[src/rtl/goertzel_pkg.sv]
// Shared types and widths for the Goertzel scheduler and its datapath.
package goertzel_pkg;

  localparam int MIC_W          = 12;
  localparam int Y_W            = 61;
  localparam int COEF_W_DEFAULT = 18;

  typedef enum logic [2:0] {
    ST_IDLE,
    ST_CLEAR,
    ST_ACCUM,
    ST_SETTLE,
    ST_OUTPUT
  } gz_state_e;

endpackage

[src/rtl/sample_tick_gen.sv]
// Free-running divider producing a one-cycle sample tick every CLK_DIV clocks.
module sample_tick_gen
  import goertzel_pkg::*;
#(
  parameter int CLK_DIV = 5000
) (
  input  logic CLK,
  input  logic RST,
  output logic tick
);

  localparam int CW = (CLK_DIV > 1) ? $clog2(CLK_DIV) : 1;

  logic [CW-1:0] cnt_p0;

  assign tick = (cnt_p0 == CW'(CLK_DIV - 1));

  always_ff @(posedge CLK) begin
    if (RST) begin
      cnt_p0 <= '0;
    end else if (tick) begin
      cnt_p0 <= '0;
    end else begin
      cnt_p0 <= cnt_p0 + 1'b1;
    end
  end

endmodule

[src/rtl/goertzel_sched.sv]
// Round-robin Goertzel block scheduler: paces samples into an external datapath
// and hands out one result per bin. Optional drop counter: GZ_SCHED_DROP_CNT_EN.
module goertzel_sched
  import goertzel_pkg::*;
#(
  parameter int CLK_DIV    = 5000,
  parameter int N_SAMPLES  = 205,
  parameter int N_BINS     = 8,
  parameter int SETTLE_CYC = 2,
  parameter int COEF_W     = COEF_W_DEFAULT,
  localparam int BIN_W     = (N_BINS > 1) ? $clog2(N_BINS) : 1
) (
  input  logic              CLK,
  input  logic              RST,
  input  logic              en,
  output logic              busy,
  input  logic [MIC_W-1:0]  mic_in,
  output logic [MIC_W-1:0]  mic_out,
  output logic              gz_clr,
  output logic              gz_step,
  output logic [COEF_W-1:0] gz_coef,
  input  logic [Y_W-1:0]    gz_y1,
  input  logic [Y_W-1:0]    gz_y2,
  input  logic              coef_we,
  input  logic [BIN_W-1:0]  coef_addr,
  input  logic [COEF_W-1:0] coef_wdata,
  output logic              res_valid,
  input  logic              res_ready,
  output logic [BIN_W-1:0]  res_bin,
  output logic [Y_W-1:0]    res_y1,
  output logic [Y_W-1:0]    res_y2
`ifdef GZ_SCHED_DROP_CNT_EN
  ,
  output logic [15:0]       drop_cnt
`endif
);

  localparam int TBL_D  = 1 << BIN_W;
  localparam int SCNT_W = (N_SAMPLES > 1) ? $clog2(N_SAMPLES) : 1;
  localparam int SCYC_W = (SETTLE_CYC > 1) ? $clog2(SETTLE_CYC) : 1;

  gz_state_e           state, state_nxt;
  logic                tick_p0;
  logic                hs;
  logic                step_p0;
  logic                last_step;
  logic                settle_done;
  logic [BIN_W-1:0]    bin, bin_nxt;
  logic [SCNT_W-1:0]   scnt;
  logic [SCYC_W-1:0]   scyc;
  logic [COEF_W-1:0]   tbl [TBL_D];

  sample_tick_gen #(
    .CLK_DIV (CLK_DIV)
  ) u_tick (
    .CLK  (CLK),
    .RST  (RST),
    .tick (tick_p0)
  );

  assign hs          = (state == ST_OUTPUT) && res_ready;
  assign step_p0     = (state == ST_ACCUM) && tick_p0;
  assign last_step   = step_p0 && (scnt == SCNT_W'(N_SAMPLES - 1));
  assign settle_done = (state == ST_SETTLE) && (scyc == SCYC_W'(SETTLE_CYC - 1));
  assign busy        = (state != ST_IDLE);
  assign gz_clr      = (state == ST_CLEAR);

  always_comb begin
    state_nxt = state;
    unique case (state)
      ST_IDLE:   if (en) state_nxt = ST_CLEAR;
      ST_CLEAR:  state_nxt = ST_ACCUM;
      ST_ACCUM:  if (last_step) state_nxt = ST_SETTLE;
      ST_SETTLE: if (settle_done) state_nxt = ST_OUTPUT;
      ST_OUTPUT: if (hs) state_nxt = en ? ST_CLEAR : ST_IDLE;
      default:   state_nxt = ST_IDLE;
    endcase
  end

  always_comb begin
    bin_nxt = bin;
    if (hs) begin
      bin_nxt = (bin == BIN_W'(N_BINS - 1)) ? '0 : bin + 1'b1;
    end
  end

  always_ff @(posedge CLK) begin
    if (RST) begin
      state <= ST_IDLE;
      bin   <= '0;
      scnt  <= '0;
      scyc  <= '0;
    end else begin
      state <= state_nxt;
      bin   <= bin_nxt;
      if (step_p0) begin
        scnt <= last_step ? '0 : scnt + 1'b1;
      end
      scyc <= ((state == ST_SETTLE) && !settle_done) ? scyc + 1'b1 : '0;
    end
  end

  // Table writes land one cycle later; the active coefficient is only
  // sampled on entry to CLEAR, so mid-block writes wait for the next block.
  always_ff @(posedge CLK) begin
    if (RST) begin
      for (int i = 0; i < TBL_D; i++) begin
        tbl[i] <= '0;
      end
    end else if (coef_we) begin
      tbl[coef_addr] <= coef_wdata;
    end
  end

  // Stage p1: sample/step strobe and coefficient, visible the cycle after the decision.
  always_ff @(posedge CLK) begin
    if (RST) begin
      mic_out <= '0;
      gz_step <= 1'b0;
      gz_coef <= '0;
    end else begin
      gz_step <= step_p0;
      if (step_p0) begin
        mic_out <= mic_in;
      end
      if ((state_nxt == ST_CLEAR) && (state != ST_CLEAR)) begin
        gz_coef <= tbl[bin_nxt];
      end
    end
  end

  // Stage p2: result capture held until the consumer accepts it.
  always_ff @(posedge CLK) begin
    if (RST) begin
      res_valid <= 1'b0;
      res_bin   <= '0;
      res_y1    <= '0;
      res_y2    <= '0;
    end else if (settle_done) begin
      res_valid <= 1'b1;
      res_bin   <= bin;
      res_y1    <= gz_y1;
      res_y2    <= gz_y2;
    end else if (hs) begin
      res_valid <= 1'b0;
    end
  end

`ifdef GZ_SCHED_DROP_CNT_EN
  function automatic logic [15:0] sat_inc16(input logic [15:0] v);
    return (v == 16'hFFFF) ? v : v + 16'd1;
  endfunction

  logic [15:0] drop_q;

  always_ff @(posedge CLK) begin
    if (RST) begin
      drop_q <= '0;
    end else if (tick_p0 && en && (state != ST_ACCUM)) begin
      drop_q <= sat_inc16(drop_q);
    end
  end

  assign drop_cnt = drop_q;
`endif

endmodule

[config.mk]
export PLATFORM = sky130hd
export DESIGN_NAME = goertzel_sched
export DESIGN_NICKNAME = d
export VERILOG_FILES = /design/src/rtl/goertzel_pkg.sv /design/src/rtl/sample_tick_gen.sv /design/src/rtl/goertzel_sched.sv
export SDC_FILE = /design/constraint.sdc
export NUM_CORES = 1
export LEC_CHECK = 0
export CAP_MARGIN = 30
export CORE_MARGIN = 8
export CORE_UTILIZATION = 50
export CTS_CLUSTER_SIZE = 12
export DETAILED_ROUTE_END_ITERATION = 10
export PLACE_DENSITY = 0.83
export SLEW_MARGIN = 20
export SYNTH_ARGS = -nofsm -noshare
export SYNTH_HDL_FRONTEND = slang
export SYNTH_HIERARCHICAL = 1
export SYNTH_SLANG_ARGS = --single-unit
[constraint.sdc]
create_clock -name CLK -period 3.01 [get_ports CLK]
set_input_delay 0.602 -clock CLK [delete_from_list [all_inputs] [get_ports CLK]]
set_output_delay 0.602 -clock CLK [all_outputs]
set_load 0.01 [all_outputs]
==> results.sh, run 1 <==
export IMPL_status="completed"
export IMPL_synthMuxAreaShare=0.0183
export IMPL_r2r_start="bin[1]"
export IMPL_synthAdderAreaFrac=0.00477
export IMPL_ioPinCount=319
export IMPL_path_class="reg2out"
export IMPL_synth_seq_cells=329
export IMPL_cts_buffers=36
export IMPL_worst_pin_slew_ps=974
export IMPL_cts_resized=0
export IMPL_worst_slack_ps=275
export IMPL_required_ps=2410
export IMPL_fin_worst_skew_ps=29.2
export IMPL_maxSlewHeadroom=0.351
export IMPL_io_buffers=318
export IMPL_synth_area_um2=13100
export IMPL_post_dp_cell_area_um2=16700
export IMPL_grt_pass1_wl_mm=59.7
export IMPL_dominantRegCellSynth="dfxtp_1"
export IMPL_clockBufferDepth=3
export IMPL_yosys_area_share_simple=0.245
export IMPL_pre_cts_ws_ps=65.7
export IMPL_cp_slowest_cell="clkdlybuf4s50_1"
export IMPL_synth_compound_gate_area_share=0.0797
export IMPL_slew_viol_final=0
export IMPL_p_leak_uw=0.00619
export IMPL_cp_end_kind="output port"
export IMPL_path_buf_inv=1
export IMPL_h_tree_depth=2
export IMPL_r2r_setup_slack_ps=390
export IMPL_ys_types=43
export IMPL_path_delay_family="buffers and inverters"
export IMPL_layout_drive_gt1_share=0.0614
export IMPL_antenna_found_initial=2
export IMPL_grt_max_degree=177
export IMPL_gp_congestion=0.871
export IMPL_start_util=0.506
export IMPL_path_max_fanout=9
export IMPL_num_rows=59
export IMPL_worst_path_stages=3
export IMPL_final_antenna_net_count=0
export IMPL_root_buffer="clkbuf_16"
export IMPL_yosys_warnings=6
export IMPL_drt_iter0_drc=911
export IMPL_hold_viol_final=0
export IMPL_power_density_nw_per_um2=545
export IMPL_clkLatencyLatePin_ps=530
export IMPL_rsz0062_at_grt="no"
export IMPL_finalCriticalPeriod_ps=2730
export IMPL_rr_worst_depth=7
export IMPL_vdd_drop_max_mv=0.411
export IMPL_track_usage=0.241
export IMPL_route_detailed_drc=0
export IMPL_die_w_um=178
export IMPL_power_uw=9740
export IMPL_grt_pass1_vias=10500
export IMPL_period_share=0.909
export IMPL_synthXorXnorAreaFrac=0.0114
export IMPL_seq_area_frac_synth=0.613
export IMPL_cpPeakStageDelay_ps=580
export IMPL_clk_pin_slew_worst_paths_ps=60
export IMPL_wl_mm=40.4
export IMPL_maxCapViolCount=0
export IMPL_core_area_um2=25900
export IMPL_setup_viol=0
export IMPL_fmax_mhz=366
export IMPL_detail_route_wl_per_cell_um=20.2
export IMPL_final_util=0.689
export IMPL_die_area_um2=31700
export IMPL_synth_edf_count=144
export IMPL_layout_commonest_cell="nand2_1"
export IMPL_dp_hpwl_mm=26.9
export IMPL_syn2layout_area_growth_pct=36.3
export IMPL_crit_path_end="gz_clr"
export IMPL_viasPerCell=5.46
export IMPL_crit_chain="nor2b_1 -> nor2b_1 -> clkdlybuf4s50_1"
export IMPL_syn_num_nets=1497
export IMPL_r2r_end="gz_coef[5]"
export IMPL_cp_arrival_ps=2130
export IMPL_vias=10900
export IMPL_crit_path_start_kind="register"
export IMPL_syn_inst=1332
export IMPL_drt_pass1_iter_count=5
export IMPL_fin_setup_tns_ps=0
export IMPL_clock_sinks=329
export IMPL_final_area_um2=17900
export IMPL_final_nets=1802
export IMPL_hp_class="reg2reg"
export IMPL_fillers=1895
export IMPL_gr_total_overflow=0
export IMPL_cts_tree="done"
export IMPL_cts_setup_buffers=0
export IMPL_final_cell_mix="nand2_1 (395), clkdlybuf4s50_1 (317), dfxtp_1 (185)"
export IMPL_die_h_um=178
export IMPL_critical_path_most_common_cell="nor2b_1"
export IMPL_async_reset_ff_frac=0
export IMPL_synth_area_per_cell_um2=9.84
export IMPL_critPathLaunch="state[0]"
export IMPL_cts_hold_buf=0
export IMPL_synth_top_family_by_area="simple AND/OR/NAND/NOR gates"
-- power by group --
group	leakage [uW]	switching [uW]	internal [uW]
Clock	0.000561	1740	2530
Sequential	0.00287	66.5	4810
Combinational	0.00275	280	316
-- Yosys cell counts (all sizes together), types with 18 or more instances --
| library cell | count | area share |
|---|---|---|
| dfxtp | 185 | 0.28 |
| a21oi | 143 | 0.055 |
| a311oi | 18 | 0.012 |
| nand2 | 395 | 0.11 |
| clkbuf | 65 | 0.019 |
| and2 | 144 | 0.069 |
| nand3 | 27 | 0.010 |
| mux2i | 21 | 0.016 |
| a32oi | 18 | 0.012 |
| nor2 | 52 | 0.015 |
| and3 | 21 | 0.010 |
| edfxtp | 144 | 0.33 |
-- layer usage --
layer / routed length [um] / vias to the layer above / track usage
met3: 3700 / 116 / 0.0517
met4: 1850 / 0 / 0.113
met2: 19200 / 522 / 0.397
met1: 15600 / 5174 / 0.299
met5: 0 / - / 0
li1: - / 5113 / -
-- cell type report --
class / instances / area (um2) / area share
Antenna cell: 4 / 10.0 / 0.000560
Clock buffer: 56 / 1070 / 0.0597
Clock inverter: 7 / 90.1 / 0.00504
Inverter: 6 / 22.5 / 0.00126
Multi-Input combinational cell: 916 / 4740 / 0.266
Sequential cell: 329 / 8030 / 0.449
Tap cell: 335 / 419 / 0.0235
Timing Repair Buffer: 348 / 3480 / 0.195
-- flip-flops by register name, indices dropped and copies added (netlist names) --
name and cells:
tbl 144, res_y1 61, res_y2 61, gz_coef 18, u_tick/cnt_p0 13, mic_out 12, scnt 8, bin 3
res_bin 3, state 3, gz_step 1, res_valid 1, scyc 1
-- how the worst min path moves through the flow --
stage | from | cells after the start | slack, ps | to
2_1_floorplan | u_tick/cnt_p0[0] | 1 | 430 | u_tick/cnt_p0[0]
3_3_place_gp | res_y2[2] | 2 | 440 | res_y2[2]
3_5_place_dp | res_y2[53] | 2 | 450 | res_y2[53]
4_1_cts | res_y1[56] | 2 | 450 | res_y1[56]
5_1_grt | res_y1[16] | 2 | 470 | res_y1[16]
6_report | res_y2[7] | 2 | 450 | res_y2[7]
-- cell families (layout without fill, tap and decap cells) --
kind of cell | Yosys count | after routing
other cells | 0 | 4
xor+xnor | 17 | 17
buf+inv | 87 | 417
mux | 23 | 23
flops | 329 | 329
compound gates | 181 | 181
fa+ha+maj | 5 | 5
simple gates | 690 | 690
-- through the flow --
step,hold slack (ps),instances
floorplan,430,1332
global placement,441,1934
detailed placement,446,1934
CTS,453,1997
global route,470,1999
finish,450,2001
-- tightest hold or removal path, cell delays in order (launching register included) --
cell,delay (ps)
dfxtp_1,300
nand2_1,50
a21oi_1,50
No activity file was read; power rests on OpenSTA's default activity.
==> inputs of run 2 (changes only) <==
SKIP_LAST_GASP = 1   (was default)
==> results of run 2 <==
Final layout, timing and power as in run 1 (identical DEF).
==> inputs of run 3 (changes only) <==
SETUP_SLACK_MARGIN = 0.1   (was default)
==> results of run 3 <==
Final layout, timing and power as in run 1 (identical DEF).
